**src/rtl/io_port_agent.sv**
```systemverilog
// -----------------------------------------------------------------------------
// io_port_agent
//
// Bridges a processor's memory-mapped I/O ports to an external
// valid/ready stream in each direction.
//
//   Output path: a 4-entry FIFO. The processor writes into it through
//   out_port/out_port_write, and an external consumer drains it through
//   ext_out_data/ext_out_valid/ext_out_ready. If a write arrives while the
//   FIFO is full and no pop happens in the same cycle, the write is dropped
//   and the sticky overflow flag is set.
//
//   Input path: a 3-state FSM (IDLE -> IRQ -> WAIT_ACK). In IDLE it captures
//   one external word into input_port. It then raises interrupt_signal for
//   one cycle and waits for in_port_read before it accepts another word.
//
// Ports
//   clk               rising-edge clock
//   rst               asynchronous active-low reset
//   out_port          [15:0] processor output-port value
//   out_port_write    processor write strobe
//   ext_out_data      [15:0] FIFO head entry
//   ext_out_valid     FIFO non-empty
//   ext_out_ready     external consumer accepts head entry
//   ext_in_data       [15:0] external producer word
//   ext_in_valid      external producer offers a word
//   ext_in_ready      agent accepts a word (IDLE)
//   input_port        [15:0] captured word for the processor
//   interrupt_signal  one-cycle interrupt request
//   in_port_read      processor has consumed input_port
//   overflow          sticky: an output-port write was dropped
// -----------------------------------------------------------------------------
module io_port_agent (
   input  logic        clk,
   input  logic        rst,
   input  logic [15:0] out_port,
   input  logic        out_port_write,
   output logic [15:0] ext_out_data,
   output logic        ext_out_valid,
   input  logic        ext_out_ready,
   input  logic [15:0] ext_in_data,
   input  logic        ext_in_valid,
   output logic        ext_in_ready,
   output logic [15:0] input_port,
   output logic        interrupt_signal,
   input  logic        in_port_read,
   output logic        overflow
);

   typedef enum logic [1:0] {
      ST_IDLE     = 2'd0,
      ST_IRQ      = 2'd1,
      ST_WAIT_ACK = 2'd2
   } state_t;

   // ---------------------------------------------------------------- output path
   logic [15:0] mem_q [4];
   logic [15:0] mem_d [4];
   logic [1:0]  wr_ptr_q, wr_ptr_d;
   logic [1:0]  rd_ptr_q, rd_ptr_d;
   logic [2:0]  count_q,  count_d;
   logic        overflow_q, overflow_d;
   logic        fifo_full;
   logic        fifo_empty;
   logic        push;
   logic        pop;

   always_comb begin
      fifo_full  = (count_q == 3'd4);
      fifo_empty = (count_q == 3'd0);
      // A pop is only real when the head is valid, so an empty FIFO ignores
      // ext_out_ready.
      pop        = ext_out_ready && !fifo_empty;
      // A pop in the same cycle frees the slot, so a full FIFO still accepts
      // the write.
      push       = out_port_write && (!fifo_full || pop);

      for (int i = 0; i < 4; i++) begin
         mem_d[i] = mem_q[i];
      end
      wr_ptr_d   = wr_ptr_q;
      rd_ptr_d   = rd_ptr_q;
      count_d    = count_q;
      overflow_d = overflow_q;

      if (push) begin
         mem_d[wr_ptr_q] = out_port;
         wr_ptr_d        = wr_ptr_q + 2'd1;
      end
      if (pop) begin
         rd_ptr_d = rd_ptr_q + 2'd1;
      end
      case ({push, pop})
         2'b10:   count_d = count_q + 3'd1;
         2'b01:   count_d = count_q - 3'd1;
         default: count_d = count_q;
      endcase
      if (out_port_write && !push) begin
         overflow_d = 1'b1;
      end
   end

   // Storage entries are reset so that the head reads zero while in reset.
   generate
      for (genvar gi = 0; gi < 4; gi++) begin : g_mem
         always_ff @(posedge clk or negedge rst) begin
            if (!rst) begin
               mem_q[gi] <= 16'h0000;
            end else begin
               mem_q[gi] <= mem_d[gi];
            end
         end
      end
   endgenerate

   always_ff @(posedge clk or negedge rst) begin
      if (!rst) begin
         wr_ptr_q   <= 2'd0;
         rd_ptr_q   <= 2'd0;
         count_q    <= 3'd0;
         overflow_q <= 1'b0;
      end else begin
         wr_ptr_q   <= wr_ptr_d;
         rd_ptr_q   <= rd_ptr_d;
         count_q    <= count_d;
         overflow_q <= overflow_d;
      end
   end

   assign ext_out_valid = (count_q != 3'd0);
   assign ext_out_data  = mem_q[rd_ptr_q];
   assign overflow      = overflow_q;

   // ----------------------------------------------------------------- input path
   state_t      state_q, state_d;
   logic [15:0] input_port_q, input_port_d;

   always_comb begin
      state_d      = state_q;
      input_port_d = input_port_q;
      case (state_q)
         ST_IDLE: begin
            if (ext_in_valid) begin
               input_port_d = ext_in_data;
               state_d      = ST_IRQ;
            end
         end
         ST_IRQ: begin
            // An acknowledge during the interrupt cycle skips WAIT_ACK.
            state_d = in_port_read ? ST_IDLE : ST_WAIT_ACK;
         end
         ST_WAIT_ACK: begin
            if (in_port_read) begin
               state_d = ST_IDLE;
            end
         end
         default: begin
            state_d = ST_IDLE;
         end
      endcase
   end

   always_ff @(posedge clk or negedge rst) begin
      if (!rst) begin
         state_q      <= ST_IDLE;
         input_port_q <= 16'h0000;
      end else begin
         state_q      <= state_d;
         input_port_q <= input_port_d;
      end
   end

   assign ext_in_ready     = (state_q == ST_IDLE);
   assign interrupt_signal = (state_q == ST_IRQ);
   assign input_port       = input_port_q;

endmodule

```
**config.mk**
```make
export PLATFORM = sky130hd
export DESIGN_NAME = io_port_agent
export DESIGN_NICKNAME = d
export VERILOG_FILES = /design/src/rtl/io_port_agent.sv
export SDC_FILE = /design/constraint.sdc
export NUM_CORES = 1
export LEC_CHECK = 0
export ABC_AREA = 1
export ABC_CLOCK_PERIOD_IN_PS = 1850
export BUFFER_PORTS_ARGS = -buffer_cell sky130_fd_sc_hd__buf_2
export CORE_MARGIN = 4
export CORE_UTILIZATION = 45
export CTS_CLUSTER_SIZE = 24
export DETAILED_ROUTE_END_ITERATION = 8
export PLACE_DENSITY = 0.75
export SLEW_MARGIN = 20
export SYNTH_ARGS = -nofsm -noshare
export SYNTH_HDL_FRONTEND = slang
export SYNTH_SLANG_ARGS = --single-unit
```
**constraint.sdc**
```tcl
create_clock -name clk -period 1.85 [get_ports clk]
set_input_delay 0.0925 -clock clk [delete_from_list [all_inputs] [get_ports clk]]
set_output_delay 0.0925 -clock clk [all_outputs]
set_load 0.01 [all_outputs]
```
# Word level (Yosys, flattened, before mapping)
# Index checks and enable logic that the tools add are counted.
# W data, S select, Z words.
dict set report word_totals {
  ff_bits 90
  in_bits 38
}
dict set report op_classes {
  addsub 4
  order_cmp 3
  n_eq_ne 7
  mux 11
  n_bitwise 2
  reduce_logical 14
}
# cell count
set op_table {}
lappend op_table {{$bwmux W64} 1}
lappend op_table {{$mux W16} 3}
lappend op_table {{$bmux W16 S2} 1}
lappend op_table {{$demux W16 S2} 1}
lappend op_table {{$ge A3 B3 Y1 const B} 2}
lappend op_table {{$mux W2} 3}
lappend op_table {{$not A2 Y3} 2}
lappend op_table {{$pmux W2 S3} 1}
lappend op_table {{$pmux W3 S2} 1}
lappend op_table {{$add A2 B1 Y2 const B} 2}
lappend op_table {{$eq A2 B1 Y1 const B} 2}
lappend op_table {{$eq A2 B2 Y1 const B} 2}
lappend op_table {{$logic_and A1 B1 Y1} 4}
lappend op_table {{$ne A2 B2 Y1 const B} 2}
lappend op_table {{$reduce_and A2 Y1} 2}
lappend op_table {{$add A3 B1 Y3 const B} 1}
lappend op_table {{$eq A3 B3 Y1 const B} 1}
lappend op_table {{$logic_not A1 Y1} 3}
lappend op_table {{$logic_not A3 Y1} 1}
lappend op_table {{$lt A3 B1 Y1 const B} 1}
lappend op_table {{$reduce_bool A3 Y1} 1}
lappend op_table {{$sub A3 B1 Y3 const B} 1}
lappend op_table {{$logic_not A2 Y1} 1}
lappend op_table {{$reduce_bool A2 Y1} 1}
lappend op_table {{$logic_or A1 B1 Y1} 1}

# Depth between registers and ports, before layout
dict set report logic_depth {
  word_depth 7
  depth_mapped 12
}

# Worst setup path before layout
# OpenSTA, ideal clock, no wires.
dict set report synth_timing {
  kind {register to register}
  from {register count_q[1]}
  to {register count_q[2]}
  setup_time_ns 0.123
  arrival_ns 1.767
  required_time_ns 1.727
  path_slack_ns -0.040
  path_stages_with_launch 11
  path_buffers 1
  period_less_slack_ns 1.890
  cell_sequence {dfrtp_1 -> nor2_2 -> nand2_4 -> buf_6 -> nand2_1 -> ha_1 -> inv_1 -> fa_1 -> nand2_1 -> nand3_1 -> xor2_1}
}
dict set report synth_via {
  elab_chain_len 7
  elab_cells_between_ends 13
}
# element line
set synth_rtl {}
lappend synth_rtl {{start: declaration} 61} ;# logic [2:0] count_q, count_d;
lappend synth_rtl {{start signal: assignment} 125} ;# count_q <= count_d;
lappend synth_rtl {{$logic_not A3 Y1} 70} ;# fifo_empty = (count_q == 3'd0);
lappend synth_rtl {{$logic_not A1 Y1} 73} ;# pop = ext_out_ready && !fifo_empty;
lappend synth_rtl {{$logic_and A1 B1 Y1} 73}
lappend synth_rtl {{$logic_or A1 B1 Y1} 76} ;# push = out_port_write && (!fifo_full || pop);
lappend synth_rtl {{$logic_and A1 B1 Y1} 76}
lappend synth_rtl {{$eq A2 B1 Y1 / $eq A2 B2 Y1 (equally long branches)} 93} ;# case ({push, pop})
lappend synth_rtl {{$pmux W3 S2 / $reduce_bool A2 Y1 (equally long branches)} --}
# Several ways; a longest one is shown, not always the timed one.
# A chain may end at the register's enable or synchronous reset.

# Worst setup path in the final report
dict set report layout_timing {
  from {register count_q[2]}
  to {register mem_q[20] (netlist bit)}
}
dict set report layout_via {
  elab_chain_len 5
  elab_cells_between_ends 7
}
# element line
set layout_rtl {}
lappend layout_rtl {{$logic_not A3 Y1} 70}
lappend layout_rtl {{$logic_not A1 Y1} 73}
lappend layout_rtl {{$logic_and A1 B1 Y1} 73}
lappend layout_rtl {{$logic_or A1 B1 Y1 *} 76}
lappend layout_rtl {{$logic_and A1 B1 Y1 *} 76}
lappend layout_rtl {{end signal: indexed assignment} 110} ;# mem_q[gi] <= mem_d[gi];
lappend layout_rtl {{end: declaration} 57} ;# logic [15:0] mem_q [4];
# Every way passes the cells marked *; elsewhere a longest branch is shown, timed or not.

==> impl_results.md <==
* Antenna diode count at 0
* Fin cells at 693
* Ranking of synthesized cells by area: dfrtp_1 (53%), nand2_1 (17%), nand4_1 (9.4%)
* Vias in the first global route at 3773
* Clock slew seen by the registers of the worst setup and hold paths at 0.10 ns
* Register Area at 0.00225 sq mm
* Fmax at 560 MHz
* Die width at 105 um
* Share of the yosys chip area belonging to registers at 53.0%
* Clk_lat worst skew at 0.37 ns
* HPWL Detailed at 6640 um
* Met3 Track Usage GR at 2.66%
* Mapped Area at 0.00425 sq mm
* Fin. Hold Viols at 0
* Final Critical Period at 1.79 ns
* Routed vias at 3806
* H-tree depth at 3
* Prevailing post-synth register cell: dfrtp_1
* Avg Inst Size Synth at 8.48 sq um
* GRT busiest layer: met2
* Post-route ant nets at 0
* Die height at 105 um
* Status: completed
* Max FO, Critical Path at 35
* Final Core Density at 55.0%
* Initial antenna violation count at 0
* Pin count of the biggest net entering global routing at 53
* Crit Path Category: register to register
* Area grow syn2layout at 19.0%
* RSZ-0062 raised after global routing: true
* Critical Path, Cell by Cell: inv_1 -> nor2_2 -> nand2_4 -> buf_4 -> nand3_2 -> nand2_1 -> nand2_1
* WL per Instance at 15.9 um
* Fill cells at 838
* Gr ovfl total at 0
* Avg Vias per Cell at 5.49
* Yosys cell types at 25
* Core area at 0.00920 sq mm
* Layout cells sized above 1 at 20.3%
* Top cell type by total area after synthesis: dfrtp_1
* # IOs at 74
* Clock sink total at 90
* HP Class: input pin to register
* CTS Buffer Depth at 2
* Slew Viols, Final at 0
* Total die area at 0.0111 sq mm
* Yosys warning count at 0
* Seq cells post-synth at 90
* PnR Total Power at 8.31 mW
* Initial Util at 46.2%
* Number of port buffers at 73
* Share of the synthesized area in the top cell type at 53.0%
* DP Cell Count at 658
* Grt met1 use at 29.8%
* CTS tree: yes
* Drt drc at 0
* Global-route wire length before repair at 18800 um
* Crit path capture type: register
* Asr flop ratio synth at 100%
* CTS Buf Count at 9
* Worst EP required at 2.10 ns
* DR iter-0 viols at 345
* Drt pass-1 iters at 4
* Global-route total usage across every layer at 20.9%
* Critical path's most frequent cell: nand2_1
* Slew headroom at 65.2%
* Period utilization at 96.5%
* Row count at 35
* Arr. time, crit path at 2.04 ns
* Worst Slack Setup Final at 0.0649 ns
* Syn_nets at 545
* Gate Count Post-Synth at 501
* LEAKAGE at 2.64 nW
* Max-Cap Viols at 0
* Crit path buffers/inverters at 2
* P per Cell Area at 1640 mW/mm^2
* Top delay family on crit path: simple AND/OR/NAND/NOR gates
* Final WL at 11000 um
* VDD IR max at 0.806 mV
* Pre-CTS setup slack at 0.0747 ns
* Gpl congestion at 0.794
* Multi-input logic area at 0.00174 sq mm
* Clk Tree Root Cell: clkbuf_8
* EDFF count, synth at 0
* Hold_ws at 0.0117 ns
* Slowest cell on crit path: nand3_2
* Clock skew at 0.00925 ns
* Setup-failing EPs final at 0
* Layout Nets at 621
* Met2 Use GR at 32.7%
* Slowest stage delay, CP at 0.42 ns
* Worst slew pin tran at 0.521 ns
* Critical Path Start Type: register
## tightest hold or removal path, stage by stage
cell and delay (ns):
buf_2 0.13, nand4_1 0.08, nand2_1 0.05
## cell usage after synthesis, types with 5 or more instances
cell type and n:
dfrtp_1 90, clkbuf_1 7, nor2_1 33, nand2_1 188, buf_4 6, o21ai_1 7
buf_2 18, inv_1 11, o21ai_0 27, nand4_1 64, o22ai_1 16, ha_1 5
## metrics by stage
| step | cell area, sq um | TNS (ns) |
|---|---|---|
| floorplan | 4260 | 0 |
| global placement | 4650 | 0 |
| detailed placement | 4650 | 0 |
| CTS | 5040 | 0 |
| global route | 5050 | -1.77 |
| finish | 5050 | 0 |
## where the power goes
part	switching [mW]	leakage (nW)	internal (mW)
logic	2.31	1.42	1.34
registers	0.459	1.12	2.78
clock network	0.750	0.0995	0.673
total	3.52	2.64	4.79
## metal layers
layer  wire, um  part of all wire (%)  vias to the layer above
li1           -                     -                     1826
met1       5110                    46                     1822
met2       5090                    46                      137
met3        610                   5.5                       21
met4        234                   2.1                        0
met5          0                     0                        -
## state kept, by name, indices dropped and copies added, names as in the netlist
signal / cells
mem_q: 64
input_port: 16
count_q: 3
rd_ptr_q: 2
state_q: 2
wr_ptr_q: 2
overflow: 1
## worst paths after layout
kind                                    from  slack, ns  cells after the start         to
worst max-delay path              count_q[2]       0.06                      7  mem_q[20]
worst min-delay path            out_port[12]       0.01                      3  mem_q[28]
worst max register to register    count_q[2]       0.06                      7  mem_q[20]
worst min register to register     mem_q[28]       0.47                      2  mem_q[28]
max in group asynchronous                rst       0.95                      3  mem_q[25]
min in group asynchronous                rst       0.25                      2  mem_q[49]
## timing repair
| action | 4_1_cts | 5_1_grt |
|---|---|---|
| hold endpoints to repair | 55 | 0 |
| hold buffers | 18 | 0 |
| endpoints found under the setup margin | 0 | 50 |
| gates resized for setup | 0 | 5 |
| setup buffers | 0 | 1 |
## placed cells by master, fill, tap and decap left out, drive strengths merged, types with 3 or more instances in the layout
cell type / Yosys / routed
clkinvlp: 0 / 3
o21ai: 34 / 34
o22ai: 16 / 16
buf: 32 / 86
ha: 5 / 5
nand4: 64 / 64
clkbuf: 7 / 10
inv: 13 / 14
dlygate4sd3: 0 / 18
nor2: 36 / 36
nand2: 190 / 190
nand3: 7 / 7
dfrtp: 90 / 90
## kinds of logic (layout without fill, tap and decap cells)
logic type,count (synthesis),in the layout,synth area share [%]
XOR/XNOR,4,4,0.825
buffers and inverters,52,133,6.36
adder cells (fa/ha/maj),6,6,1.94
AND/OR/NAND/NOR,298,298,31.3
AO/OA/AOI/OAI,51,51,6.57
flip-flops,90,90,53.0
## layout make-up
class                   count  share of cell area (%)
well taps                 111                    2.75
repair buffers            104                    13.1
clock buffers              10                    2.72
multi-input cells         359                    34.4
flip-flops and latches     90                    44.6
inverters                  13                    1.09
clock inverters             6                    1.41
Note: power is estimated with default switching activity, not from simulation.
